`config.mk`:
```
export PLATFORM = sky130hd
export DESIGN_NAME = device_router
export DESIGN_NICKNAME = d
export VERILOG_FILES = /design/src/rtl/device_router.sv
export SDC_FILE = /design/constraint.sdc
export NUM_CORES = 1
export LEC_CHECK = 0
export CAP_MARGIN = 15
export CORE_UTILIZATION = 35
export DETAILED_ROUTE_END_ITERATION = 8
export PLACE_DENSITY = 0.6
export SYNTH_ARGS = -nofsm -noshare
export SYNTH_HDL_FRONTEND = slang
export SYNTH_SLANG_ARGS = --single-unit
```
`constraint.sdc`:
```
create_clock -name clk -period 2.8 [get_ports clk]
set_input_delay 0.56 -clock clk [delete_from_list [all_inputs] [get_ports clk]]
set_output_delay 0.56 -clock clk [all_outputs]
set_load 0.03 [all_outputs]
```
`src/rtl/device_router.sv`:
```
// Slot router: debounced module_id selects one I2C/SPI slot, switching
// only when both buses are quiet, with a deselected guard gap between slots.
module device_router #(
  parameter int NUM_MODULES     = 5,
  parameter int ID_BITS         = 3,
  parameter int SPI_BITS        = 3,
  parameter int STABLE_CYCLES   = 4,
  parameter int SPI_IDLE_CYCLES = 8,
  parameter int GUARD_CYCLES    = 3
) (
  input  logic                            clk,
  input  logic                            nreset,
  input  logic [ID_BITS-1:0]              module_id,
  input  logic                            sda_oe,
  input  logic                            scl_oe,
  output logic                            sda_out,
  output logic                            scl_out,
  input  logic                            sclk,
  input  logic [NUM_MODULES*SPI_BITS-1:0] sdo_mod,
  output logic [SPI_BITS-1:0]             sdo,
  input  logic [NUM_MODULES-1:0]          mod_sda_in,
  input  logic [NUM_MODULES-1:0]          mod_scl_in,
  output logic [NUM_MODULES-1:0]          mod_sda_oe,
  output logic [NUM_MODULES-1:0]          mod_scl_oe,
  output logic [NUM_MODULES-1:0]          mod_sel,
  output logic [ID_BITS-1:0]              sel_id,
  output logic                            sel_valid,
  output logic                            busy,
  output logic                            switch_done
);

  localparam int SCW = $clog2(STABLE_CYCLES + 1);
  localparam int ICW = $clog2(SPI_IDLE_CYCLES + 1);
  localparam int GCW = $clog2(GUARD_CYCLES + 1);

  typedef enum logic [1:0] {ACTIVE, PENDING, GUARD} state_t;

  state_t state, state_n;

  logic [ID_BITS-1:0] id_s1, id_s2, id_last, tgt_id;
  logic [SCW-1:0]     scnt;
  logic               tgt_ok, tgt_v, same;

  logic               sda_q, i2c_busy;
  logic               sclk_s1, sclk_s2, sclk_s3;
  logic [ICW-1:0]     icnt;
  logic               spi_idle;

  logic [ID_BITS-1:0] cur_id, cur_id_n;
  logic               cur_vld, cur_vld_n;
  logic [GCW-1:0]     gcnt, gcnt_n;
  logic               done_n, routed;

  always_ff @(posedge clk or negedge nreset) begin
    if (!nreset) begin
      id_s1   <= '0;
      id_s2   <= '0;
      id_last <= '0;
      scnt    <= '0;
      tgt_id  <= '0;
      tgt_ok  <= 1'b0;
    end else begin
      id_s1   <= module_id;
      id_s2   <= id_s1;
      id_last <= id_s2;
      if (id_s2 != id_last)
        scnt <= '0;
      else if (scnt != SCW'(STABLE_CYCLES))
        scnt <= scnt + 1'b1;
      if (id_s2 == id_last && scnt >= SCW'(STABLE_CYCLES - 1)) begin
        tgt_id <= id_s2;
        tgt_ok <= 1'b1;
      end
    end
  end

  // No accepted target yet reads as "none"
  assign tgt_v = tgt_ok && (int'(tgt_id) < NUM_MODULES);
  assign same  = tgt_v ? (cur_vld && cur_id == tgt_id) : !cur_vld;

  always_ff @(posedge clk or negedge nreset) begin
    if (!nreset) begin
      sda_q    <= 1'b0;
      i2c_busy <= 1'b0;
      sclk_s1  <= 1'b0;
      sclk_s2  <= 1'b0;
      sclk_s3  <= 1'b0;
      icnt     <= '0;
    end else begin
      sda_q <= sda_oe;
      if (!scl_oe && sda_oe && !sda_q)
        i2c_busy <= 1'b1;
      else if (!scl_oe && !sda_oe && sda_q)
        i2c_busy <= 1'b0;
      sclk_s1 <= sclk;
      sclk_s2 <= sclk_s1;
      sclk_s3 <= sclk_s2;
      if (sclk_s2 != sclk_s3)
        icnt <= '0;
      else if (icnt != ICW'(SPI_IDLE_CYCLES))
        icnt <= icnt + 1'b1;
    end
  end

  assign spi_idle = icnt >= ICW'(SPI_IDLE_CYCLES);

  always_ff @(posedge clk or negedge nreset) begin
    if (!nreset) begin
      state       <= PENDING;
      cur_id      <= '0;
      cur_vld     <= 1'b0;
      gcnt        <= '0;
      switch_done <= 1'b0;
    end else begin
      state       <= state_n;
      cur_id      <= cur_id_n;
      cur_vld     <= cur_vld_n;
      gcnt        <= gcnt_n;
      switch_done <= done_n;
    end
  end

  always_comb begin
    state_n   = state;
    cur_id_n  = cur_id;
    cur_vld_n = cur_vld;
    gcnt_n    = gcnt;
    done_n    = 1'b0;
    case (state)
      ACTIVE: begin
        if (!same)
          state_n = PENDING;
      end
      PENDING: begin
        if (same) begin
          state_n = ACTIVE;
        end else if (!i2c_busy && spi_idle) begin
          state_n = GUARD;
          gcnt_n  = '0;
        end
      end
      GUARD: begin
        // Load whatever target is stable at the end of the gap
        if (gcnt == GCW'(GUARD_CYCLES - 1)) begin
          state_n   = ACTIVE;
          cur_vld_n = tgt_v;
          cur_id_n  = tgt_v ? tgt_id : '0;
          done_n    = 1'b1;
        end else begin
          gcnt_n = gcnt + 1'b1;
        end
      end
      default: state_n = PENDING;
    endcase
  end

  assign busy   = state != ACTIVE;
  assign routed = cur_vld && state != GUARD;

  always_comb begin
    mod_sel    = '0;
    mod_sda_oe = '0;
    mod_scl_oe = '0;
    sda_out    = 1'b1;
    scl_out    = 1'b1;
    sdo        = '1;
    sel_id     = '0;
    sel_valid  = 1'b0;
    if (routed) begin
      sel_valid = 1'b1;
      sel_id    = cur_id;
      for (int i = 0; i < NUM_MODULES; i++) begin
        if (cur_id == ID_BITS'(i)) begin
          mod_sel[i]    = 1'b1;
          mod_sda_oe[i] = sda_oe;
          mod_scl_oe[i] = scl_oe;
          sda_out       = mod_sda_in[i];
          scl_out       = mod_scl_in[i];
          sdo           = sdo_mod[i*SPI_BITS +: SPI_BITS];
        end
      end
    end
  end

endmodule

```
==> metrics <==
Synth async-reset ratio 1.00; via-per-instance ratio 4.76; worst skew pair latency 280 ps; Core Rows 25; setup TNS 0 ps; DRT iter0 DRCs 39; DRT antenna net count 0; CP Cell Sequence inv_1 -> ha_2 -> nor2b_1 -> buf_4 -> nor2b_4 -> nand2_1 -> nor2_2 -> and2_1 -> buf_4; post-synthesis sequential area ratio 0.469; period utilization 0.942; PortBufs 58; mean post-synth cell area 10.4 um2; DRT Pass-1 Iters 4; Setup WS post-layout 162 ps; number of flops mapped to enable cells by yosys 0; H-tree Lvls 2; Leak 1.15 nW; startpoint types flop; Yosys warnings 0; worst r2r dst gcnt[1]; critical path's most frequent cell buf_4; run status finished, final reports clean; vias in the first global route 1,372; PwrDens 427 nW/um2; Mapped Area 1820 um2; Cell variety after synth 33; Post-Place Setup Slack -30.1 ps; Final Util 0.533; CP Max Fanout 9; Reg-to-Reg Start cur_id[0]; clock net sink count 34; Hold Path End id_s2[0]; Fin. Hold Viols 0; share of layout cells above drive strength 1 0.180; nets@finish 286; Primary FF master, synth dfrtp_1; post-synthesis cell count 175; ant diodes 0; Die ar. 5480 um2; Rel. slew slack 0.671; hold_buf cts 0; Fmax 0.379 GHz; RSZ-0062 raised after global routing true; largest net degree at the start of global routing 35; hpwl dp 2920 um; CTS tree done; Longest Clk Path Bufs 2; final worst hold slack 347 ps; CTS Buf Count 5; hold path depth 0; Clock Skew 11.1 ps; GPL Wtd Cong 0.767; Starting Density 0.374; Worst Setup End Kind output pin; reg2reg setup slack 650 ps; cells on worst reg2reg path 6; Synth area leader dfrtp_1; Slowest cell on crit path dfstp_2; Area Overhead vs Synth 42.4%; Worst Path Buf+Inv 3; CP top delay family simple AND/OR/NAND/NOR gates; Mapped Nets 217; Area contributors post-synth dfrtp_1 45%, ha_1 6.2%, mux4_2 5.0%; filler cell count 444; maximum vdd drop 0.371 mV; Die Y 74.0 um; Worst EP arrival 2080 ps; crit-path max cell delay 530 ps; first-pass GRT wire length 6110 um; Max Cap Viol 0; drt drc 0; Worst Hold Class reg -> reg; Worst Hold Launch id_s1[0]; GRT Residual Overflow 0; Setup Viol. Count Final 0; Max Slew Vio Count 0; WL/cell 12.4 um; Min Clock Period, post-route 2640 ps; most common cell in the netlist dfrtp_1; all-layer global routing usage 0.149; CP Class reg -> out; Root Buffer clkbuf_8; Post-synth top cells 33 x dfrtp_1, 23 x nand2_1, 15 x o21ai_0; top-area cell type share of the netlist area 0.455; Worst-path clk slew 70 ps; initial antenna violation count 0; Post-Route WL 3850 um; Synth Register Bits 34; I/O pin cnt 59; total core area 4850 um2; die width 74.0 um; Req. time, crit path 2240 ps; worst slew pin tran 494 ps; via count 1,481
where the power goes:
| part | switching, mW | internal [mW] | total (mW) |
|---|---|---|---|
| Clock | 0.161 | 0.166 | 0.328 |
| Combinational | 0.110 | 0.119 | 0.229 |
| Sequential | 0.0213 | 0.527 | 0.548 |
| Total | 0.293 | 0.812 | 1.11 |
routing by layer:
metal  vias up  track usage  share of wire
met2        56        0.258           0.46
li1        739            -              -
met4         0       0.0641          0.015
met5         -            0              0
met1       681        0.166           0.42
met3         5       0.0501           0.11
cell usage in the layout, fill, tap and decap left out, types with 3 or more instances in the layout:
cell type        instances
a21oi_1                  5
and2_1                  11
and3_1                   4
buf_4                   21
clkbuf_8                 5
clkdlybuf4s50_1         35
dfrtp_1                 32
dlygate4sd2_1            7
ha_1                     8
inv_1                   14
mux2i_1                  4
mux4_2                   4
nand2_1                 23
nand3_1                  3
nand3b_1                 6
nor2_1                   9
nor2b_1                  3
o21ai_0                 15
xnor2_1                  5
xor2_1                   4
flip-flops by register name, summed over array words and instances (netlist names), 2 cells and up:
register and count:
id_s1 3, id_s2 3, id_last 3, icnt 4, state 2, tgt_id 3
cur_id 3, gcnt 2, scnt 3
logic make-up after synthesis:
logic type | synth area share
buffers and inverters | 0.0372
flip-flops | 0.469
AO/OA/AOI/OAI | 0.0965
AND/OR/NAND/NOR | 0.187
multiplexers | 0.105
adder cells (fa/ha/maj) | 0.0620
XOR/XNOR | 0.0434
worst max path at each step:
stage | to | slack, ps | depth (start not counted) | startpoint
2_1_floorplan | mod_scl_oe[4] | 60 | 6 | state[0]
3_3_place_gp | sda_out | -30 | 5 | mod_sda_in[2]
3_5_place_dp | sda_out | -30 | 5 | mod_sda_in[1]
4_1_cts | sdo[2] | 10 | 5 | sdo_mod[11]
5_1_grt | mod_scl_oe[2] | -3 | 9 | state[0]
6_report | mod_scl_oe[2] | 160 | 9 | state[0]
metrics by stage:
step / cells / area [um2] / power (mW)
6_report: 311 / 2580 / 1.11
5_1_grt: 311 / 2580 / 1.17
4_1_cts: 307 / 2540 / 1.13
3_5_place_dp: 300 / 2460 / 0.789
3_3_place_gp: 300 / 2460 / 0.784
2_1_floorplan: 175 / 1820 / 0.692
final cells by class:
cell class	count	area, um2	area share
Multi-Input combinational cell	123	911	0.352
Sequential cell	34	853	0.330
Timing Repair Buffer	66	606	0.234
Tap cell	67	83.8	0.0324
Clock buffer	5	68.8	0.0266
Inverter	14	52.6	0.0203
Clock inverter	2	10.0	0.00387
what timing repair did:
action | 4_1_cts | 5_1_grt
setup endpoints to repair | 15 | 10
setup buffers | 0 | 4
pin swaps | 0 | 1
resized for setup | 10 | 6
(Power assumes the default switching activity.)
